===== src/rtl/otter_csr_intr_if.sv =====
// Bus between the Otter CU and the machine-mode CSR/interrupt block.
// master: the CU side that drives retire/CSR strobes. slave: the CSR block.
interface otter_csr_intr_if;
  logic        intr;
  logic        instr_done;
  logic        csr_we;
  logic        mret_exec;
  logic [11:0] csr_addr;
  logic [31:0] csr_wd;
  logic [31:0] pc_next;
  logic        int_taken;
  logic [31:0] csr_rd;
  logic [31:0] mepc;
  logic [31:0] mtvec;
  logic        mie_out;

  modport master (
    output intr, instr_done, csr_we, mret_exec, csr_addr, csr_wd, pc_next,
    input  int_taken, csr_rd, mepc, mtvec, mie_out
  );

  modport slave (
    input  intr, instr_done, csr_we, mret_exec, csr_addr, csr_wd, pc_next,
    output int_taken, csr_rd, mepc, mtvec, mie_out
  );
endinterface


===== src/rtl/otter_csr_intr.sv =====
// Machine-mode CSR file (mstatus/mtvec/mepc/mcause) and external interrupt
// responder for the Otter RV32I core. Interrupts are only taken at retire.
module otter_csr_intr #(
  parameter int unsigned SYNC_STAGES = 2,
  parameter logic [31:0] MCAUSE_VAL  = 32'h8000000B
) (
  input logic               CLK,
  input logic               RST,
  otter_csr_intr_if.slave   bus
);

  localparam logic [11:0] AddrMstatus = 12'h300;
  localparam logic [11:0] AddrMtvec   = 12'h305;
  localparam logic [11:0] AddrMepc    = 12'h341;
  localparam logic [11:0] AddrMcause  = 12'h342;

  typedef enum logic {StIdle, StTake} state_e;

  state_e                 state_q, state_d;
  logic [SYNC_STAGES-1:0] sync_q;
  logic                   intr_s_prev_q;
  logic                   pending_q, pending_d;
  logic                   mie_q, mie_d, mpie_q, mpie_d;
  logic                   mie_nx, mpie_nx;
  logic [31:0]            mtvec_q, mtvec_d;
  logic [31:0]            mepc_q, mepc_d;
  logic [31:0]            rd_val;
  logic                   intr_s, intr_rise;
  logic                   wr_en, mret_en, take;

  assign intr_s    = sync_q[SYNC_STAGES-1];
  assign intr_rise = intr_s & ~intr_s_prev_q;
  assign wr_en     = bus.csr_we & bus.instr_done;
  assign mret_en   = bus.mret_exec & bus.instr_done;
  assign take      = (state_q == StTake);

  // Synchronizer chain and edge-detect history for the async intr level.
  always_ff @(posedge CLK or posedge RST) begin
    if (RST) begin
      sync_q        <= '0;
      intr_s_prev_q <= 1'b0;
    end else begin
      sync_q        <= {sync_q[SYNC_STAGES-2:0], bus.intr};
      intr_s_prev_q <= intr_s;
    end
  end

  // Combinational CSR read; shows pre-write state during a write cycle.
  always_comb begin
    rd_val = 32'h0;
    case (bus.csr_addr)
      AddrMstatus: rd_val = {24'h0, mpie_q, 3'b000, mie_q, 3'b000};
      AddrMtvec:   rd_val = mtvec_q;
      AddrMepc:    rd_val = mepc_q;
      AddrMcause:  rd_val = MCAUSE_VAL;
      default:     rd_val = 32'h0;
    endcase
  end

  // mstatus after this cycle's CSR write / MRET, ignoring interrupt entry.
  // MRET is applied last so it wins over a coincident mstatus write.
  always_comb begin
    mie_nx  = mie_q;
    mpie_nx = mpie_q;
    if (wr_en && bus.csr_addr == AddrMstatus) begin
      mie_nx  = bus.csr_wd[3];
      mpie_nx = bus.csr_wd[7];
    end
    if (mret_en) begin
      mie_nx  = mpie_q;
      mpie_nx = 1'b1;
    end
  end

  // Register next-state; TAKE updates override CSR writes, and a fresh
  // intr edge in the TAKE cycle re-arms pending.
  always_comb begin
    mie_d     = mie_nx;
    mpie_d    = mpie_nx;
    mtvec_d   = mtvec_q;
    mepc_d    = mepc_q;
    pending_d = pending_q;
    if (wr_en && bus.csr_addr == AddrMtvec) mtvec_d = bus.csr_wd & 32'hFFFF_FFFC;
    if (wr_en && bus.csr_addr == AddrMepc)  mepc_d  = bus.csr_wd & 32'hFFFF_FFFC;
    if (take) begin
      mie_d     = 1'b0;
      mpie_d    = mie_q;
      mepc_d    = bus.pc_next & 32'hFFFF_FFFC;
      pending_d = 1'b0;
    end
    if (intr_rise) pending_d = 1'b1;
  end

  // Entry FSM: TAKE is a single-cycle state entered only at retire.
  always_comb begin
    state_d = state_q;
    unique case (state_q)
      StIdle: if (bus.instr_done && pending_q && mie_nx) state_d = StTake;
      StTake: state_d = StIdle;
      default: state_d = StIdle;
    endcase
  end

  // CSR, pending and FSM state registers.
  always_ff @(posedge CLK or posedge RST) begin
    if (RST) begin
      state_q   <= StIdle;
      pending_q <= 1'b0;
      mie_q     <= 1'b0;
      mpie_q    <= 1'b0;
      mtvec_q   <= 32'h0;
      mepc_q    <= 32'h0;
    end else begin
      state_q   <= state_d;
      pending_q <= pending_d;
      mie_q     <= mie_d;
      mpie_q    <= mpie_d;
      mtvec_q   <= mtvec_d;
      mepc_q    <= mepc_d;
    end
  end

  assign bus.int_taken = take;
  assign bus.csr_rd    = rd_val;
  assign bus.mepc      = mepc_q;
  assign bus.mtvec     = mtvec_q;
  assign bus.mie_out   = mie_q;

endmodule


===== src/flat_wrapper.sv =====
// flat-port wrapper written by rule: the top's interface ports become plain ports
module otter_csr_intr_flat 
#(
  parameter int unsigned SYNC_STAGES = 2,
  parameter logic [31:0] MCAUSE_VAL  = 32'h8000000B
)
  (CLK, RST, bus_intr, bus_instr_done, bus_csr_we, bus_mret_exec, bus_csr_addr, bus_csr_wd, bus_pc_next, bus_int_taken, bus_csr_rd, bus_mepc, bus_mtvec, bus_mie_out);
  otter_csr_intr_if bus_i ();
  input logic CLK;
  input logic RST;
  input wire logic [$bits(bus_i.intr)-1:0] bus_intr;
  input wire logic [$bits(bus_i.instr_done)-1:0] bus_instr_done;
  input wire logic [$bits(bus_i.csr_we)-1:0] bus_csr_we;
  input wire logic [$bits(bus_i.mret_exec)-1:0] bus_mret_exec;
  input wire logic [$bits(bus_i.csr_addr)-1:0] bus_csr_addr;
  input wire logic [$bits(bus_i.csr_wd)-1:0] bus_csr_wd;
  input wire logic [$bits(bus_i.pc_next)-1:0] bus_pc_next;
  output wire logic [$bits(bus_i.int_taken)-1:0] bus_int_taken;
  output wire logic [$bits(bus_i.csr_rd)-1:0] bus_csr_rd;
  output wire logic [$bits(bus_i.mepc)-1:0] bus_mepc;
  output wire logic [$bits(bus_i.mtvec)-1:0] bus_mtvec;
  output wire logic [$bits(bus_i.mie_out)-1:0] bus_mie_out;
  assign bus_i.intr = bus_intr;
  assign bus_i.instr_done = bus_instr_done;
  assign bus_i.csr_we = bus_csr_we;
  assign bus_i.mret_exec = bus_mret_exec;
  assign bus_i.csr_addr = bus_csr_addr;
  assign bus_i.csr_wd = bus_csr_wd;
  assign bus_i.pc_next = bus_pc_next;
  assign bus_int_taken = bus_i.int_taken;
  assign bus_csr_rd = bus_i.csr_rd;
  assign bus_mepc = bus_i.mepc;
  assign bus_mtvec = bus_i.mtvec;
  assign bus_mie_out = bus_i.mie_out;
  otter_csr_intr #(.SYNC_STAGES(SYNC_STAGES), .MCAUSE_VAL(MCAUSE_VAL)) u_core (.CLK(CLK), .RST(RST), .bus(bus_i));
endmodule

===== config.mk =====
export PLATFORM = sky130hd
export DESIGN_NAME = otter_csr_intr_flat
export DESIGN_NICKNAME = d
export VERILOG_FILES = /design/src/rtl/otter_csr_intr_if.sv /design/src/rtl/otter_csr_intr.sv /design/src/flat_wrapper.sv
export SDC_FILE = /design/constraint.sdc
export NUM_CORES = 1
export LEC_CHECK = 0
export ABC_CLOCK_PERIOD_IN_PS = 2400
export CORE_MARGIN = 5
export CORE_UTILIZATION = 60
export DETAILED_ROUTE_END_ITERATION = 16
export DONT_BUFFER_PORTS = 1
export PLACE_DENSITY = 0.84
export SLEW_MARGIN = 10
export SYNTH_ARGS = -nofsm -noshare
export SYNTH_HDL_FRONTEND = slang
export SYNTH_SLANG_ARGS = --single-unit

===== constraint.sdc =====
create_clock -name CLK -period 2.4 [get_ports CLK]
set_input_delay 0.24 -clock CLK [delete_from_list [all_inputs] [get_ports CLK]]
set_output_delay 0.24 -clock CLK [all_outputs]
set_load 0.005 [all_outputs]

==> summary.md <==
| Metric | Value |
|---|---|
| Synth top area cells | `dfrtp_1, mux2_2, o41ai_1, a41oi_1, a2bb2oi_1` |
| Comb power frac | `23.3%` |
| DRT Pass-1 Iters | `5` |
| Ys async rst share | `100%` |
| Switching share of total power | `31.9%` |
| Pwr dens | `878 mW/mm^2` |
| Initial Util | `61.0%` |
| Setup violations, final | `0` |
| Max Freq | `494 MHz` |
| Least-Margin Pin Slew | `1130 ps` |
| Fin crit share | `84.4%` |
| Max Fanout on Critical Path | `36` |
| Clock Tree Root | `clkbuf_8` |
| RePlAce Congestion | `0.755` |
| Avg WL per Cell | `27.4 microns` |
| Area growth, synth to finish | `8.01%` |
| Routed via count | `3220` |
| Yosys top cell by area | `dfrtp_1` |
| Initial DRC count | `233` |
| N_diodes | `0` |
| Worst skew pair latency | `330 ps` |
| CTS tree | `yes` |
| Slew HR | `24.2%` |
| Vias in the first global route | `3436` |
| Max Cap Viol | `0` |
| P_int | `2.47 mW` |
| Final setup margin | `374 ps` |
| Final Critical Period | `2030 ps` |
| Dpl cells | `388` |
| # hold bufs at CTS | `2` |
| Worst vdd ir | `0.000639 V` |
| CTS Sinks | `67` |
| Primary FF master, synth | `dfrtp_1` |
| Data required time of the critical path | `2160 ps` |
| Clk buf depth | `2` |
| Max Slew Vio Count | `0` |
| CTS resizes | `0` |
| GRT overflow | `0` |
| Fin. Hold Viols | `0` |
| Worst Hold Class | `primary input to register` |
| Clk pwr share | `29.0%` |
| Overall Global Routing Usage | `27.3%` |
| Design area | `0.00413 sq mm` |
| Layout Cells excl Fill | `406` |
| CTS Buf Count | `9` |
| Layout cells sized above 1 | `20.4%` |
| First-pass GRT wire length | `18300 microns` |
| Final WL | `11100 microns` |
| Post-Syn Area | `0.00383 sq mm` |
| Post-synth top area share | `43.8%` |
| Synth Register Bits | `67` |
| # Post-CTS Setup Buffers | `0` |
| Syn_area_per_cell | `11.4 sq um` |
| Post-synth EDFFs | `0` |
| Area of the core | `0.00628 sq mm` |
| Die Ht | `89.9 microns` |
| Worst setup SP type | `primary input` |
| Detail Placement HPWL | `7620 microns` |
| DRC | `0` |
| Die ar. | `0.00808 sq mm` |
| IO Pins | `180` |
| Switching component of the power | `1.16 mW` |
| H-tree depth | `3` |
| Vias per inst | `7.93` |
| Pleak | `1.78 nW` |
| Register area share after synthesis | `43.8%` |
| Status | `finished clean` |
| Setup WS pre-CTS | `270 ps` |
| Yosys warning count | `0` |
| Number of cell rows | `29` |
| Die width | `89.9 microns` |
| Gate Count Post-Synth | `337` |
| Post-synth cell types | `38` |
| Buffers on Ports | `0` |
| Placed inst area | `0.00389 sq mm` |
| Largest net degree at the start of global routing | `39` |
| Layout fillers | `509` |
| Antenna viol nets, final | `0` |
| Sequential share of power | `47.7%` |
| Worst endpoint data arrival time | `1790 ps` |
| Initial antenna violation count | `0` |
| Setup Skew | `7.78 ps` |
| Setup TNS | `0 ps` |
| Clock Pin Slew Worst Setup and Hold Paths | `80 ps` |
| Setup CP Type | `primary input to output pin` |
| Overall Power | `3.63 mW` |
| RSZ-0062 raised after global routing | `no` |
| Number of nets in the layout | `406` |
| Crit. End Element | `output pin` |
## power groups by stage
| stage | Clock, mW | Sequential (mW) | Combinational (mW) |
|---|---|---|---|
| final | 1.05 | 1.73 | 0.846 |
| after global routing | 1.11 | 1.77 | 0.940 |
| after CTS | 1.06 | 1.73 | 0.846 |
| after detailed placement | 0 | 1.75 | 0.847 |
| after global placement | 0 | 1.73 | 0.803 |
| after floorplan | 0 | 1.64 | 0.712 |
## cell usage after synthesis (all sizes together), types with 2 or more instances
cell type  count
buf           14
nor2           2
nor4           2
o2bb2ai        2
nand4          2
nand3b         2
o41ai         32
clkbuf        33
and3          30
a22oi          2
nand2          2
a2bb2oi       30
and4b          2
nor3           2
mux2          30
inv            3
a41oi         31
or3            2
nor4b          2
a21oi          2
dfrtp         67
or4b           2
nor2b          3
a22o          28
## worst paths after layout
| check | from | endpoint | slack [ps] | cells after the start |
|---|---|---|---|---|
| max | bus_csr_addr[5] | bus_csr_rd[24] | 370 | 5 |
| max in group asynchronous | RST | u_core.bus.mtvec[21] | 1300 | 3 |
| min reg2reg | u_core.sync_q[0] | u_core.sync_q[1] | 350 | 0 |
| max reg2reg | u_core.bus.int_taken | u_core.bus.mepc[12] | 950 | 3 |
| min | bus_csr_wd[8] | u_core.bus.mtvec[8] | 40 | 1 |
| min in group asynchronous | RST | u_core.bus.mtvec[18] | 460 | 2 |
## logic make-up after synthesis
logic type,share of synthesized area (%)
buf+inv,6.67
compound gates,29.6
mux,8.83
simple gates,11.0
other cells,0.0980
flops,43.8
## routing by layer
layer	GRT usage, %	vias to the layer above	part of all wire (%)
met5	0	-	0
met4	10.2	0	2.4
met3	9.60	27	11
met2	42.9	227	49
met1	34.6	1600	38
li1	-	1366	-
## through the flow
stage                     hold WS [ps]  utilization [%]
after floorplan                    271                -
after global placement             254             62.0
after detailed placement           262             62.0
after CTS                         30.9             65.9
after global routing              25.5             65.9
final                             43.8             65.9
## flip-flops by register name, summed over array words and instances, names as in the netlist
| register | count |
|---|---|
| u_core.bus.mepc | 30 |
| u_core.bus.int_taken | 1 |
| u_core.bus.mie_out | 1 |
| u_core.sync_q | 2 |
| u_core.mpie_q | 1 |
| u_core.intr_s_prev_q | 1 |
| u_core.pending_q | 1 |
| u_core.bus.mtvec | 30 |
## critical path: stages
cell and delay [ps]:
or4b_1 570, buf_12 210, nor4_4 280, buf_4 280
a22o_1 190
## layout make-up
class	instances	area (sq um)	share of cell area [%]
Clock inverter	4	73.8	1.79
Sequential cell	67	1680	40.6
Timing Repair Buffer	20	193	4.66
Tap cell	77	96.3	2.33
Inverter	4	15.0	0.363
Clock buffer	12	145	3.51
Multi-Input combinational cell	222	1930	46.8
## cell usage in the layout, fill, tap and decap left out, drive strengths merged, types with 3 or more instances in the layout
cell type   n
a22o       28
a2bb2oi    30
a41oi      31
and3       30
buf        18
clkbuf     12
clkinv      3
conb        4
dfrtp      67
inv         3
mux2       30
nor2b       3
o41ai      32
No activity file was read; power rests on OpenSTA's default activity.
